<file path="src/rtl/isl51002_sync_ctrl.sv">
// Sync-lock supervisor and timing-config sequencer for the ISL51002 capture frontend.
// Latency: lock/irq outputs 1 cycle after the qualifying frame edge; config applies 1 cycle after write (unlocked) or at the next frame edge (locked).
// Backpressure: none. A write that collides with an apply defers the apply to the next opportunity; back-to-back writes coalesce.
//
// Ports:
//   PCLK_i, reset                        pixel clock, synchronous active-high reset
//   frame_change_i, vtotal_i, interlace_i frontend frame timing observation
//   cfg_wr_i, cfg_h_i, cfg_h2_i, cfg_v_i  CPU write strobe and pending timing config
//   h_in_config_o, h_in_config2_o,
//   v_in_config_o, cfg_applied_o         active config and its apply pulse
//   sync_locked_o, locked_vtotal_o,
//   locked_il_o, mode_irq_o              lock status, reference timing, lock change pulse
//   wdog_timeout_o                       sticky watchdog-unlock flag
//
// Build option: define SYNC_CTRL_WDOG_EN to include the frame-edge watchdog.
// Without it wdog_timeout_o is tied 0 and lock is only lost through missed frames.

module isl51002_sync_ctrl #(
    parameter int LOCK_FRAMES = 4,
    parameter int MISS_FRAMES = 2,
    parameter int VTOTAL_TOL  = 1,
    parameter int WDOG_CYCLES = 2097152
) (
    input  logic        PCLK_i,
    input  logic        reset,
    input  logic        frame_change_i,
    input  logic [10:0] vtotal_i,
    input  logic        interlace_i,
    input  logic        cfg_wr_i,
    input  logic [31:0] cfg_h_i,
    input  logic [31:0] cfg_h2_i,
    input  logic [31:0] cfg_v_i,
    output logic [31:0] h_in_config_o,
    output logic [31:0] h_in_config2_o,
    output logic [31:0] v_in_config_o,
    output logic        cfg_applied_o,
    output logic        sync_locked_o,
    output logic [10:0] locked_vtotal_o,
    output logic        locked_il_o,
    output logic        mode_irq_o,
    output logic        wdog_timeout_o
);

    localparam logic [1:0] ST_UNLOCKED = 2'd0;
    localparam logic [1:0] ST_ACQUIRE  = 2'd1;
    localparam logic [1:0] ST_LOCKED   = 2'd2;

    // Terminal counts: the edge that finds the counter at this value is the
    // one that completes the lock (or drops it).
    localparam logic [7:0]  LOCK_LAST = 8'(LOCK_FRAMES - 2);
    localparam logic [7:0]  MISS_LAST = 8'(MISS_FRAMES - 1);
    localparam logic [10:0] TOL       = 11'(VTOTAL_TOL);

    // ------------------------------------------------------------------
    // State
    // ------------------------------------------------------------------
    logic        fc_prev_q;
    logic [1:0]  state_q,       state_d;
    logic [10:0] ref_vtotal_q,  ref_vtotal_d;
    logic        ref_il_q,      ref_il_d;
    logic [7:0]  match_ctr_q,   match_ctr_d;
    logic [7:0]  miss_ctr_q,    miss_ctr_d;
    logic        sync_locked_q, sync_locked_d;
    logic        mode_irq_q,    mode_irq_d;

    logic [31:0] shadow_h_q,    shadow_h_d;
    logic [31:0] shadow_h2_q,   shadow_h2_d;
    logic [31:0] shadow_v_q,    shadow_v_d;
    logic        pending_q,     pending_d;
    logic [31:0] active_h_q,    active_h_d;
    logic [31:0] active_h2_q,   active_h2_d;
    logic [31:0] active_v_q,    active_v_d;
    logic        cfg_applied_q, cfg_applied_d;

    logic        wdog_timeout_q, wdog_timeout_d;

    logic        fc_edge;
    logic [10:0] vdiff;
    logic        match;
    logic        apply_en;
    logic        wdog_hit;

    // ------------------------------------------------------------------
    // Frame edge detect and frame match
    // ------------------------------------------------------------------
    assign fc_edge = frame_change_i & ~fc_prev_q;

    // Plain unsigned distance; no wrap so 0 and 2047 are far apart.
    assign vdiff = (vtotal_i > ref_vtotal_q) ? (vtotal_i - ref_vtotal_q)
                                             : (ref_vtotal_q - vtotal_i);
    assign match = (vdiff <= TOL) && (interlace_i == ref_il_q);

    // ------------------------------------------------------------------
    // Watchdog
    // ------------------------------------------------------------------
`ifdef SYNC_CTRL_WDOG_EN
    localparam logic [21:0] WDOG_LAST = 22'(WDOG_CYCLES);

    logic [21:0] wdog_cnt_q, wdog_cnt_d;

    always_comb begin
        wdog_cnt_d = wdog_cnt_q;
        if (fc_edge || (state_q == ST_UNLOCKED)) begin
            wdog_cnt_d = '0;
        end else if (wdog_cnt_q != WDOG_LAST) begin
            wdog_cnt_d = wdog_cnt_q + 22'd1;
        end
    end

    // A frame edge in the same cycle does not rescue the frontend: the
    // timeout has already elapsed.
    assign wdog_hit = (wdog_cnt_q == WDOG_LAST) && (state_q != ST_UNLOCKED);

    always_ff @(posedge PCLK_i) begin
        if (reset) begin
            wdog_cnt_q <= '0;
        end else begin
            wdog_cnt_q <= wdog_cnt_d;
        end
    end

    // Set wins over a simultaneous clearing write so a timeout is never lost.
    always_comb begin
        wdog_timeout_d = wdog_timeout_q;
        if (cfg_wr_i) begin
            wdog_timeout_d = 1'b0;
        end
        if (wdog_hit) begin
            wdog_timeout_d = 1'b1;
        end
    end
`else
    assign wdog_hit = 1'b0;

    always_comb begin
        wdog_timeout_d = 1'b0;
    end
`endif

    // ------------------------------------------------------------------
    // Lock FSM
    // ------------------------------------------------------------------
    always_comb begin
        state_d      = state_q;
        ref_vtotal_d = ref_vtotal_q;
        ref_il_d     = ref_il_q;
        match_ctr_d  = match_ctr_q;
        miss_ctr_d   = miss_ctr_q;

        if (wdog_hit) begin
            state_d     = ST_UNLOCKED;
            match_ctr_d = '0;
            miss_ctr_d  = '0;
        end else if (fc_edge) begin
            case (state_q)
                ST_UNLOCKED: begin
                    ref_vtotal_d = vtotal_i;
                    ref_il_d     = interlace_i;
                    match_ctr_d  = '0;
                    state_d      = ST_ACQUIRE;
                end
                ST_ACQUIRE: begin
                    if (match) begin
                        if (match_ctr_q == LOCK_LAST) begin
                            state_d     = ST_LOCKED;
                            match_ctr_d = '0;
                            miss_ctr_d  = '0;
                        end else begin
                            match_ctr_d = match_ctr_q + 8'd1;
                        end
                    end else begin
                        // Input changed mode mid-acquire: restart on the new timing.
                        ref_vtotal_d = vtotal_i;
                        ref_il_d     = interlace_i;
                        match_ctr_d  = '0;
                    end
                end
                ST_LOCKED: begin
                    if (match) begin
                        miss_ctr_d = '0;
                    end else if (miss_ctr_q == MISS_LAST) begin
                        state_d     = ST_UNLOCKED;
                        match_ctr_d = '0;
                        miss_ctr_d  = '0;
                    end else begin
                        miss_ctr_d = miss_ctr_q + 8'd1;
                    end
                end
                default: begin
                    state_d     = ST_UNLOCKED;
                    match_ctr_d = '0;
                    miss_ctr_d  = '0;
                end
            endcase
        end
    end

    always_comb begin
        sync_locked_d = (state_d == ST_LOCKED);
        mode_irq_d    = (state_d == ST_LOCKED) != (state_q == ST_LOCKED);
    end

    // ------------------------------------------------------------------
    // Config shadow / apply
    // ------------------------------------------------------------------
    // A write in the apply cycle suppresses the apply so the fresh data is
    // never shadowed by the stale copy; it goes out at the next opportunity.
    assign apply_en = pending_q && !cfg_wr_i && ((state_q != ST_LOCKED) || fc_edge);

    always_comb begin
        shadow_h_d    = shadow_h_q;
        shadow_h2_d   = shadow_h2_q;
        shadow_v_d    = shadow_v_q;
        pending_d     = pending_q;
        active_h_d    = active_h_q;
        active_h2_d   = active_h2_q;
        active_v_d    = active_v_q;
        cfg_applied_d = 1'b0;

        if (cfg_wr_i) begin
            shadow_h_d  = cfg_h_i;
            shadow_h2_d = cfg_h2_i;
            shadow_v_d  = cfg_v_i;
            pending_d   = 1'b1;
        end else if (apply_en) begin
            active_h_d    = shadow_h_q;
            active_h2_d   = shadow_h2_q;
            active_v_d    = shadow_v_q;
            pending_d     = 1'b0;
            cfg_applied_d = 1'b1;
        end
    end

    // ------------------------------------------------------------------
    // Registers
    // ------------------------------------------------------------------
    always_ff @(posedge PCLK_i) begin
        if (reset) begin
            fc_prev_q      <= 1'b0;
            state_q        <= ST_UNLOCKED;
            ref_vtotal_q   <= '0;
            ref_il_q       <= 1'b0;
            match_ctr_q    <= '0;
            miss_ctr_q     <= '0;
            sync_locked_q  <= 1'b0;
            mode_irq_q     <= 1'b0;
            shadow_h_q     <= '0;
            shadow_h2_q    <= '0;
            shadow_v_q     <= '0;
            pending_q      <= 1'b0;
            active_h_q     <= '0;
            active_h2_q    <= '0;
            active_v_q     <= '0;
            cfg_applied_q  <= 1'b0;
            wdog_timeout_q <= 1'b0;
        end else begin
            fc_prev_q      <= frame_change_i;
            state_q        <= state_d;
            ref_vtotal_q   <= ref_vtotal_d;
            ref_il_q       <= ref_il_d;
            match_ctr_q    <= match_ctr_d;
            miss_ctr_q     <= miss_ctr_d;
            sync_locked_q  <= sync_locked_d;
            mode_irq_q     <= mode_irq_d;
            shadow_h_q     <= shadow_h_d;
            shadow_h2_q    <= shadow_h2_d;
            shadow_v_q     <= shadow_v_d;
            pending_q      <= pending_d;
            active_h_q     <= active_h_d;
            active_h2_q    <= active_h2_d;
            active_v_q     <= active_v_d;
            cfg_applied_q  <= cfg_applied_d;
            wdog_timeout_q <= wdog_timeout_d;
        end
    end

    assign h_in_config_o   = active_h_q;
    assign h_in_config2_o  = active_h2_q;
    assign v_in_config_o   = active_v_q;
    assign cfg_applied_o   = cfg_applied_q;
    assign sync_locked_o   = sync_locked_q;
    assign locked_vtotal_o = ref_vtotal_q;
    assign locked_il_o     = ref_il_q;
    assign mode_irq_o      = mode_irq_q;
    assign wdog_timeout_o  = wdog_timeout_q;

endmodule
</file>
<file path="config.mk">
export PLATFORM = sky130hd
export DESIGN_NAME = isl51002_sync_ctrl
export DESIGN_NICKNAME = d
export VERILOG_FILES = /design/src/rtl/isl51002_sync_ctrl.sv
export SDC_FILE = /design/constraint.sdc
export NUM_CORES = 1
export LEC_CHECK = 0
export BUFFER_PORTS_ARGS = -buffer_cell sky130_fd_sc_hd__buf_2
export CORE_MARGIN = 2
export CORE_UTILIZATION = 58
export DETAILED_ROUTE_END_ITERATION = 16
export PLACE_DENSITY_LB_ADDON = 0.2
export SLEW_MARGIN = 5
export SYNTH_ARGS = -nofsm -noshare
export SYNTH_HDL_FRONTEND = slang
export SYNTH_SLANG_ARGS = --single-unit
</file>
<file path="constraint.sdc">
create_clock -name PCLK_i -period 10.1 [get_ports PCLK_i]
set_input_delay 2.02 -clock PCLK_i [delete_from_list [all_inputs] [get_ports PCLK_i]]
set_output_delay 2.02 -clock PCLK_i [all_outputs]
set_load 0.02 [all_outputs]
</file>
==> impl_metrics.tcl, run 1 <==
set metrics [dict create \
    outcome "finished, final reports clean" \
    finalSetupTns_ps 0 \
    grt_pass1_vias 7698 \
    io_pins 224 \
    fillCellCount 1328 \
    cap_violations 0 \
    synth_nets 1245 \
    drt_iter0_markers 494 \
    final_nets 1431 \
    cts.path.max_buffers 3 \
    tightest_slew_ps 1090 \
    wl_per_cell_microns 15.2 \
    die_area_sq_um 17700 \
    cts-resized-gates 0 \
    worstPathRequired_ps 10470 \
    hold_ws_ps 449 \
    synth.distinct_cells 75 \
    arrival_ps 5540 \
    finalMaxSlewViolations 0 \
    async_flop_share_pct 0 \
    finalCriticalPeriod_ps 5170 \
    syn_avg_cell_area_sq_um 8.74 \
    start_kind "input pin" \
    max_freq_mhz 193 \
    layout_commonest_cell "dfxtp_1" \
    setup_ws_ps 4930 \
    worstHoldPathCells 2 \
    synth_cells 1106 \
    yosysSeqAreaShare_pct 47.0 \
    hold_class "flip-flop to flip-flop" \
    synth_area_sq_um 9670 \
    reg2regPathDepth 13 \
    hold_buffers 0 \
    power_density_nw_per_um2 176 \
    drcViolationCount 0 \
    whs_endpoint "v_in_config_o[12]" \
    ys_ff_latch 227 \
    start_util_pct 58.7 \
    vdd_drop_max_uv 161 \
    synth.area.top_cells "dfxtp_1 (47%), mux2i_1 (11%), nand2_1 (8.3%), a21oi_1 (6.5%), nor2_1 (4.7%)" \
    yosys_warnings 0 \
    grt.overflow.total 0 \
    yosysTopAreaCellShare_pct 47.0 \
    setup_viol 0 \
    total_power_mw 2.04 \
    clock_skew_ps 10.9 \
    die_h_microns 133 \
    grt_pass1_wl_microns 37300 \
    synth_flop_cell "dfxtp_1" \
    cts_sinks 227 \
    die_w_microns 133 \
    cts_htree_levels 1 \
    synth-edff-count 0 \
    relSlewSlack_pct 27.1 \
    end_kind "flip-flop" \
    hold_start "shadow_v_q[12]" \
    syn2layout_area_growth_pct 20.0 \
    coreArea_sq_um 16500 \
    clk-insertion-delay-late_ps 530 \
    final_cell_mix "dfxtp_1 (227), buf_2 (220), nand2_1 (215)" \
    cts_root_buf "clkbuf_16" \
    grt_start_max_net_pins 106 \
    pre_cts_ws_ps 4450 \
    antenna_found_initial 5 \
    multi_input_area_sq_um 4720 \
    vias_per_cell 5.41 \
    cts_buffers 25 \
    io_buffers 222 \
    fin_crit_sh_pct 51.2 \
    drt-total-wl_microns 23200 \
    hold_viol 0 \
    cts_tree "done" \
    crit_type "input pin to flip-flop" \
    critPathMaxFanout 13 \
    synth_top_cell_by_area "dfxtp_1" \
    dr.pass1.iters 5 \
    dp_hpwl_microns 15400 \
    rrSetupSlack_ps 6150 \
    ant_nets 0 \
    placementRows 47 \
    via_count 8256 \
    path_clk_slew_ps 60 \
    post_cts_buffers 0 \
    p_leak_nw 5.18 \
    drive_gt1_share_pct 21.8 \
    gp_congestion 0.885 \
    worstReg2RegStart "locked_vtotal_o[0]" \
    seq_area_sq_um 4540 \
    rsz0062_at_grt "false" \
    grt_usage_pct 25.3 \
    timing.rr.end "match_ctr_q[4]" \
]
-- cell usage after synthesis, drive strengths merged (2+ instances only) --
library cell and number:
nand4 8, or3 3, dfxtp 227, fa 2, a221o 3, or4b 3, mux2i 111, clkbuf 48
and3 4, mux2 2, o21ai 9, a311oi 3, buf 22, xor2 4, nand3b 3, a221oi 4
o32ai 2, o22ai 4, inv 32, a21oi 127, a211oi 3, a21o 9, o21a 3, or4 7
nor4b 3, and2 4, o31ai 11, nand2b 26, xnor2 2, nand2 215, nor2b 7, nor3b 3
ha 25, a31oi 3, nand3 12, o31a 2, nor3 7, nor2 122
-- worst max-delay path, cell delays in order --
cell,delay [ps]
buf_2,100
ha_1,160
inv_1,60
fa_1,390
a21o_1,210
a221oi_2,380
a21oi_2,110
or4b_4,510
a31oi_4,250
a221oi_4,150
nor4b_2,900
or4_1,220
a21oi_1,60
-- per-layer routing --
layer  wire length (microns)  vias to the layer above  track usage (%)
met5                      38                        -                0
met4                     814                        6             9.04
met3                    1760                       61             7.46
met2                   11300                      244             43.7
met1                    9370                     3833             30.1
li1                        -                     4112                -
-- state kept, by name (all words and copies together) (netlist names), 2 cells and up --
signal,count
locked_vtotal_o,11
shadow_h_q,32
v_in_config_o,32
shadow_v_q,32
state_q,2
match_ctr_q,8
h_in_config2_o,32
h_in_config_o,32
miss_ctr_q,8
shadow_h2_q,32
-- layout make-up --
type / instances / share of cell area (%)
clock inverter: 10 / 1.01
tap: 220 / 2.37
timing repair buffer: 229 / 10.1
clock buffer: 30 / 5.64
multi-input combinational: 777 / 40.7
sequential: 227 / 39.2
antenna: 1 / 0.0216
inverter: 32 / 1.04
-- logic make-up after synthesis --
group / after synthesis / synth area share (%)
xor+xnor: 6 / 0.543
other cells: 1 / 0.0388
simple gates: 431 / 19.7
fa+ha+maj: 27 / 3.65
compound gates: 199 / 13.1
mux: 113 / 11.7
flops: 227 / 47.0
buf+inv: 102 / 4.26
-- stage by stage --
| stage | util [%] | instances | cell area [sq um] |
|---|---|---|---|
| 6_report | 70.5 | 1526 | 11600 |
| 5_1_grt | 70.5 | 1526 | 11600 |
| 4_1_cts | 70.5 | 1525 | 11600 |
| 3_5_place_dp | 65.8 | 1485 | 10800 |
| 3_3_place_gp | 65.8 | 1485 | 10800 |
| 2_1_floorplan | - | 1106 | 9670 |
-- worst max-delay path by stage --
stage                      from  depth (start not counted)        endpoint  slack [ps]
CTS                 vtotal_i[0]                         13  match_ctr_q[2]        4980
detailed placement  vtotal_i[0]                         13  match_ctr_q[2]        4450
global placement    vtotal_i[0]                         13  match_ctr_q[7]        4500
floorplan           vtotal_i[0]                         12   miss_ctr_q[5]        5050
global route        vtotal_i[0]                         13  match_ctr_q[5]        4730
finish              vtotal_i[0]                         13  match_ctr_q[4]        4930
-- power by group --
part           total (mW)  switching, mW  internal (mW)
Sequential          0.948         0.0192          0.929
Clock               0.865          0.354          0.511
Combinational       0.227          0.137         0.0903
Total                2.04          0.509           1.53
Power figures use the tool's default switching activity.
==> run 2: changes to the inputs <==
CORE_UTILIZATION = 49   (was 58)
clock period = 4.15 ns   (was 10.1 ns; I/O delays follow)
==> impl_metrics.tcl, run 2 (same netlist as run 1, synthesis figures left out) <==
set metrics [dict create \
    hold_buffers 0 \
    critPathMaxStageDelay_ps 510 \
    cts_buffers 24 \
    start_util_pct 49.9 \
    finalSetupTns_ps 0 \
    total_power_mw 5.26 \
    worstPathRequired_ps 4590 \
    rrSetupSlack_ps 560 \
    die_h_microns 144 \
    crit_slowest_cell "a221oi_4" \
    crit_end "match_ctr_q[7]" \
    finalMaxSlewViolations 0 \
    power_density_nw_per_um2 440 \
    drt-total-wl_microns 23800 \
    placementRows 51 \
    crit_buf_inv 4 \
    grt_pass1_vias 7783 \
    die_w_microns 144 \
    drcViolationCount 0 \
    grt.overflow.total 0 \
    timing.rr.end "match_ctr_q[7]" \
    dr.pass1.iters 5 \
    hold_viol 0 \
    drt_iter0_markers 386 \
    cts_htree_levels 1 \
    reg2regPathDepth 15 \
    vdd_drop_max_uv 330 \
    vias_per_cell 5.17 \
    fillCellCount 1738 \
    via_count 8251 \
    clk-insertion-delay-late_ps 530 \
    fin_crit_sh_pct 86.7 \
    path_cells "buf_2, ha_1, inv_1, fa_1, a21o_1, a221oi_2, buf_4, a21o_1, o32a_1, a31oi_4, a221oi_4, nor4b_2, buf_4, or4_1, a21oi_1" \
    dp_hpwl_microns 15900 \
    io_buffers 222 \
    cts_root_buf "clkbuf_16" \
    path_depth 15 \
    critPathMaxFanout 12 \
    grt_start_max_net_pins 81 \
    setup_viol 0 \
    hold_ws_ps 448 \
    post_cts_buffers 0 \
    final_cell_mix "dfxtp_1 (227), buf_2 (220), nand2_1 (215)" \
    cts.path.max_buffers 3 \
    wl_per_cell_microns 14.9 \
    p_leak_nw 5.34 \
    layout_commonest_cell "dfxtp_1" \
    cap_violations 0 \
    startpoint "vtotal_i[0]" \
    worstReg2RegStart "locked_vtotal_o[0]" \
    ant_nets 0 \
    clock_skew_ps 5.81 \
    io_pins 224 \
    grt_pass1_wl_microns 38000 \
    drive_gt1_share_pct 23.3 \
    cts_tree "done" \
    die_area_sq_um 20900 \
    syn2layout_area_growth_pct 23.7 \
    path_clk_slew_ps 60 \
    final_nets 1449 \
    tightest_slew_ps 798 \
    max_freq_mhz 278 \
    rsz0062_at_grt "false" \
    antenna_found_initial 3 \
    cts-resized-gates 0 \
    outcome "finished, final reports clean" \
    end_kind "flip-flop" \
    critPathTopFamily "compound AO/OA/AOI/OAI gates" \
    gp_congestion 0.903 \
    start_kind "input pin" \
    grt_usage_pct 22.2 \
    crit_type "input pin to flip-flop" \
    hold_class "flip-flop to flip-flop" \
    finalCriticalPeriod_ps 3600 \
    coreArea_sq_um 19400 \
    relSlewSlack_pct 46.8 \
    cts_sinks 227 \
    arrival_ps 4040 \
]
-- run 2: changes by cell type in the layout (fill, tap and decap cells not counted), sizes merged --
cell,previous run,this run
buf,229,248
bufinv,2,5
clkbuf,30,31
diode,1,2
-- run 2: report_power, final --
group	total, mW	switching (mW)	internal [mW]
Combinational	0.577	0.340	0.237
Clock	2.38	0.903	1.47
Sequential	2.31	0.0460	2.26
Total	5.26	1.29	3.97
-- run 2: worst min path at each step --
stage | startpoint | end | slack (ps) | cells after the start
final | shadow_v_q[2] | v_in_config_o[2] | 450 | 2
after global routing | h_in_config2_o[19] | h_in_config2_o[19] | 470 | 2
after CTS | shadow_v_q[8] | v_in_config_o[8] | 450 | 2
after detailed placement | shadow_v_q[8] | v_in_config_o[8] | 440 | 2
after global placement | shadow_v_q[7] | v_in_config_o[7] | 440 | 2
after floorplan | shadow_h2_q[0] | h_in_config2_o[0] | 430 | 2
-- run 2: stage by stage --
stage / cells / utilization (%) / worst slack, ps / cell area [sq um]
global route: 1594 / 61.6 / 295 / 12000
floorplan: 1106 / - / 293 / 9670
global placement: 1549 / 57.0 / 105 / 11100
finish: 1595 / 61.6 / 553 / 12000
detailed placement: 1549 / 57.0 / 26.7 / 11100
CTS: 1593 / 61.6 / 551 / 12000
-- run 2: layout make-up --
type	instances	area (sq um)	share of cell area (%)
multi-input cells	777	4720	39.5
flip-flops and latches	227	4540	38.0
repair buffers	248	1340	11.2
clock buffers	31	677	5.66
well taps	265	332	2.77
clock inverters	13	221	1.85
inverters	32	120	1.00
diodes	2	5.00	0.0419
-- run 2: routing by layer --
| layer | track usage [%] | up-vias | routed length, microns |
|---|---|---|---|
| met3 | 6.19 | 47 | 1620 |
| met4 | 6.39 | 2 | 617 |
| li1 | - | 4157 | - |
| met1 | 27.4 | 3853 | 10000 |
| met5 | 0 | - | 16 |
| met2 | 37.9 | 192 | 11500 |
-- run 2: worst min-delay path, cell delays in order, from the launching register on --
cell and delay [ps]:
dfxtp_1 310, nand2_1 50, a21oi_1 50
==> run 3: changes to the inputs <==
--- a/config.mk
+++ b/config.mk
@@ -7,8 +7,7 @@
 export LEC_CHECK = 0
 export BUFFER_PORTS_ARGS = -buffer_cell sky130_fd_sc_hd__buf_2
-export CORE_MARGIN = 2
 export CORE_UTILIZATION = 49
 export DETAILED_ROUTE_END_ITERATION = 16
-export PLACE_DENSITY_LB_ADDON = 0.2
+export PLACE_DENSITY_LB_ADDON = 0.1
 export SLEW_MARGIN = 5
 export SYNTH_ARGS = -nofsm -noshare
==> constraint.sdc (replaced) <==
create_clock -name PCLK_i -period 4.15 [get_ports PCLK_i]
set_input_delay 0.6225 -clock PCLK_i [delete_from_list [all_inputs] [get_ports PCLK_i]]
set_output_delay 0.6225 -clock PCLK_i [all_outputs]
set_load 0.02 [all_outputs]
==> impl_metrics.tcl, run 3 (same netlist as run 1, synthesis figures left out) <==
set metrics [dict create \
    outcome "finished, final reports clean" \
    power_density_nw_per_um2 435 \
    cts_htree_levels 1 \
    switching_share_pct 25.2 \
    final_cells 1584 \
    wl_met1_microns 10200 \
    gp_congestion 0.893 \
    end_kind "flip-flop" \
    p_leak_nw 5.26 \
    finalMaxSlewViolations 0 \
    final_nets 1438 \
    clock_skew_ps 11.1 \
    rsz0062_at_grt "false" \
    vias_per_cell 5.12 \
    reg2regPathDepth 13 \
    dp_hpwl_microns 15300 \
    dp.cells 1536 \
    highest_layer "met5" \
    drcViolationCount 0 \
    vdd_drop_max_uv 354 \
    antenna_found_initial 3 \
    drive_gt1_share_pct 22.5 \
    via_count 8111 \
    syn2layout_area_growth_pct 22.3 \
    grt.overflow.total 0 \
    drt-total-wl_microns 23300 \
    critPathMaxStageDelay_ps 520 \
    design_area_sq_um 11800 \
    clock_power_share_pct 44.2 \
    io_buffers 222 \
    cts.path.max_buffers 3 \
    cts-resized-gates 0 \
    dr.pass1.iters 4 \
    start_kind "flip-flop" \
    arrival_ps 4090 \
    hold_buffers 0 \
    worstHoldPathCells 3 \
    worstReg2RegStart "locked_vtotal_o[0]" \
    cts_tree "done" \
    max_freq_mhz 272 \
    fin_crit_sh_pct 88.5 \
    die_area_sq_um 20300 \
    startpoint "locked_vtotal_o[0]" \
    cts_root_buf "clkbuf_16" \
    path_cells "inv_1, ha_1, inv_1, fa_1, a21o_1, a221oi_2, a21oi_2, or4b_4, a31oi_4, a221oi_4, o31ai_2, nor2_1, a221o_1" \
    post_cts_buffers 0 \
    grt_start_max_net_pins 116 \
    grt_pass1_vias 7476 \
    seqPwrFrac_pct 44.9 \
    tightest_slew_ps 935 \
    whs_endpoint "shadow_h2_q[23]" \
    coreArea_sq_um 19400 \
    drt_iter0_markers 392 \
    relSlewSlack_pct 37.6 \
    critPathTopFamily "compound AO/OA/AOI/OAI gates" \
    grt_usage_pct 22.3 \
    dr_wl_met3_microns 1520 \
    setup_viol 0 \
    crit_slowest_cell "o31ai_2" \
    timing.rr.end "miss_ctr_q[5]" \
    cts_sinks 227 \
    placementRows 51 \
    wl_per_cell_microns 14.7 \
    hold_viol 0 \
    die_w_microns 142 \
    hold_start "cfg_h2_i[23]" \
    layout_commonest_cell "dfxtp_1" \
    worstPathRequired_ps 4570 \
    p_int_mw 3.84 \
    grt_pass1_wl_microns 37000 \
    cap_violations 0 \
    finalCriticalPeriod_ps 3670 \
    io_pins 224 \
    path_clk_slew_ps 60 \
    finalSetupTns_ps 0 \
    placed_area_sq_um 11000 \
    p_switching_mw 1.30 \
    clk-insertion-delay-late_ps 540 \
    die_h_microns 142 \
    ant_nets 0 \
    crit_type "flip-flop to flip-flop" \
    critPathMaxFanout 8 \
    crit_buf_inv 2 \
    crit_path_frequent_cell "inv_1" \
    final_cell_mix "dfxtp_1 (227), buf_2 (220), nand2_1 (215)" \
    rrSetupSlack_ps 480 \
    route.met2.wl_microns 11100 \
    start_util_pct 49.9 \
    p_comb_share_pct 10.9 \
    cts_buffers 26 \
    hold_class "input pin to flip-flop" \
]
run 3: cell types whose count changed in the layout (fill, tap and decap cells not counted), sizes merged:
| cell | delta |
|---|---|
| buf | -13 |
| clkinvlp | +1 |
| bufinv | -3 |
| clkbuf | +4 |
run 3: worst max path at each step:
stage / endpoint / slack (ps) / cells past startpoint
2_1_floorplan: miss_ctr_q[5] / 500 / 12
3_3_place_gp: miss_ctr_q[5] / 210 / 13
3_5_place_dp: miss_ctr_q[7] / 130 / 13
4_1_cts: miss_ctr_q[5] / 490 / 13
5_1_grt: miss_ctr_q[5] / 250 / 13
6_report: miss_ctr_q[5] / 480 / 13
run 3: layout make-up:
| class | instances | area (sq um) |
|---|---|---|
| Fill cell | 1775 | 7570 |
| Multi-Input combinational cell | 777 | 4720 |
| Sequential cell | 227 | 4540 |
| Timing Repair Buffer | 235 | 1240 |
| Clock buffer | 35 | 724 |
| Tap cell | 265 | 332 |
| Clock inverter | 11 | 139 |
| Inverter | 32 | 120 |
| Antenna cell | 2 | 5.00 |
run 3: metrics by stage:
step                utilization (%)  setup WS, ps  hold slack, ps  power (mW)
floorplan                         -           501             431        2.75
global placement               56.5           206             437        2.91
detailed placement             56.5           126             443        2.91
CTS                            60.9           487             303        5.18
global route                   60.9           248             305        5.34
finish                         61.0           476             317        5.14
run 3: worst min-delay path, stage by stage:
cell and delay, ps:
buf_2 70, mux2i_1 50, nor2_1 70
run 3: per-layer routing:
layer | GRT usage, % | up-vias
met5 | 0 | -
met4 | 6.56 | 2
met3 | 6.16 | 40
met2 | 37.6 | 196
met1 | 27.6 | 3745
li1 | - | 4128
run 3: power groups by stage:
stage / Sequential [mW] / Clock, mW / Combinational, mW
after floorplan: 2.37 / 0 / 0.373
after global placement: 2.35 / 0 / 0.555
after detailed placement: 2.35 / 0 / 0.559
after CTS: 2.31 / 2.32 / 0.562
after global routing: 2.32 / 2.41 / 0.618
final: 2.31 / 2.27 / 0.561
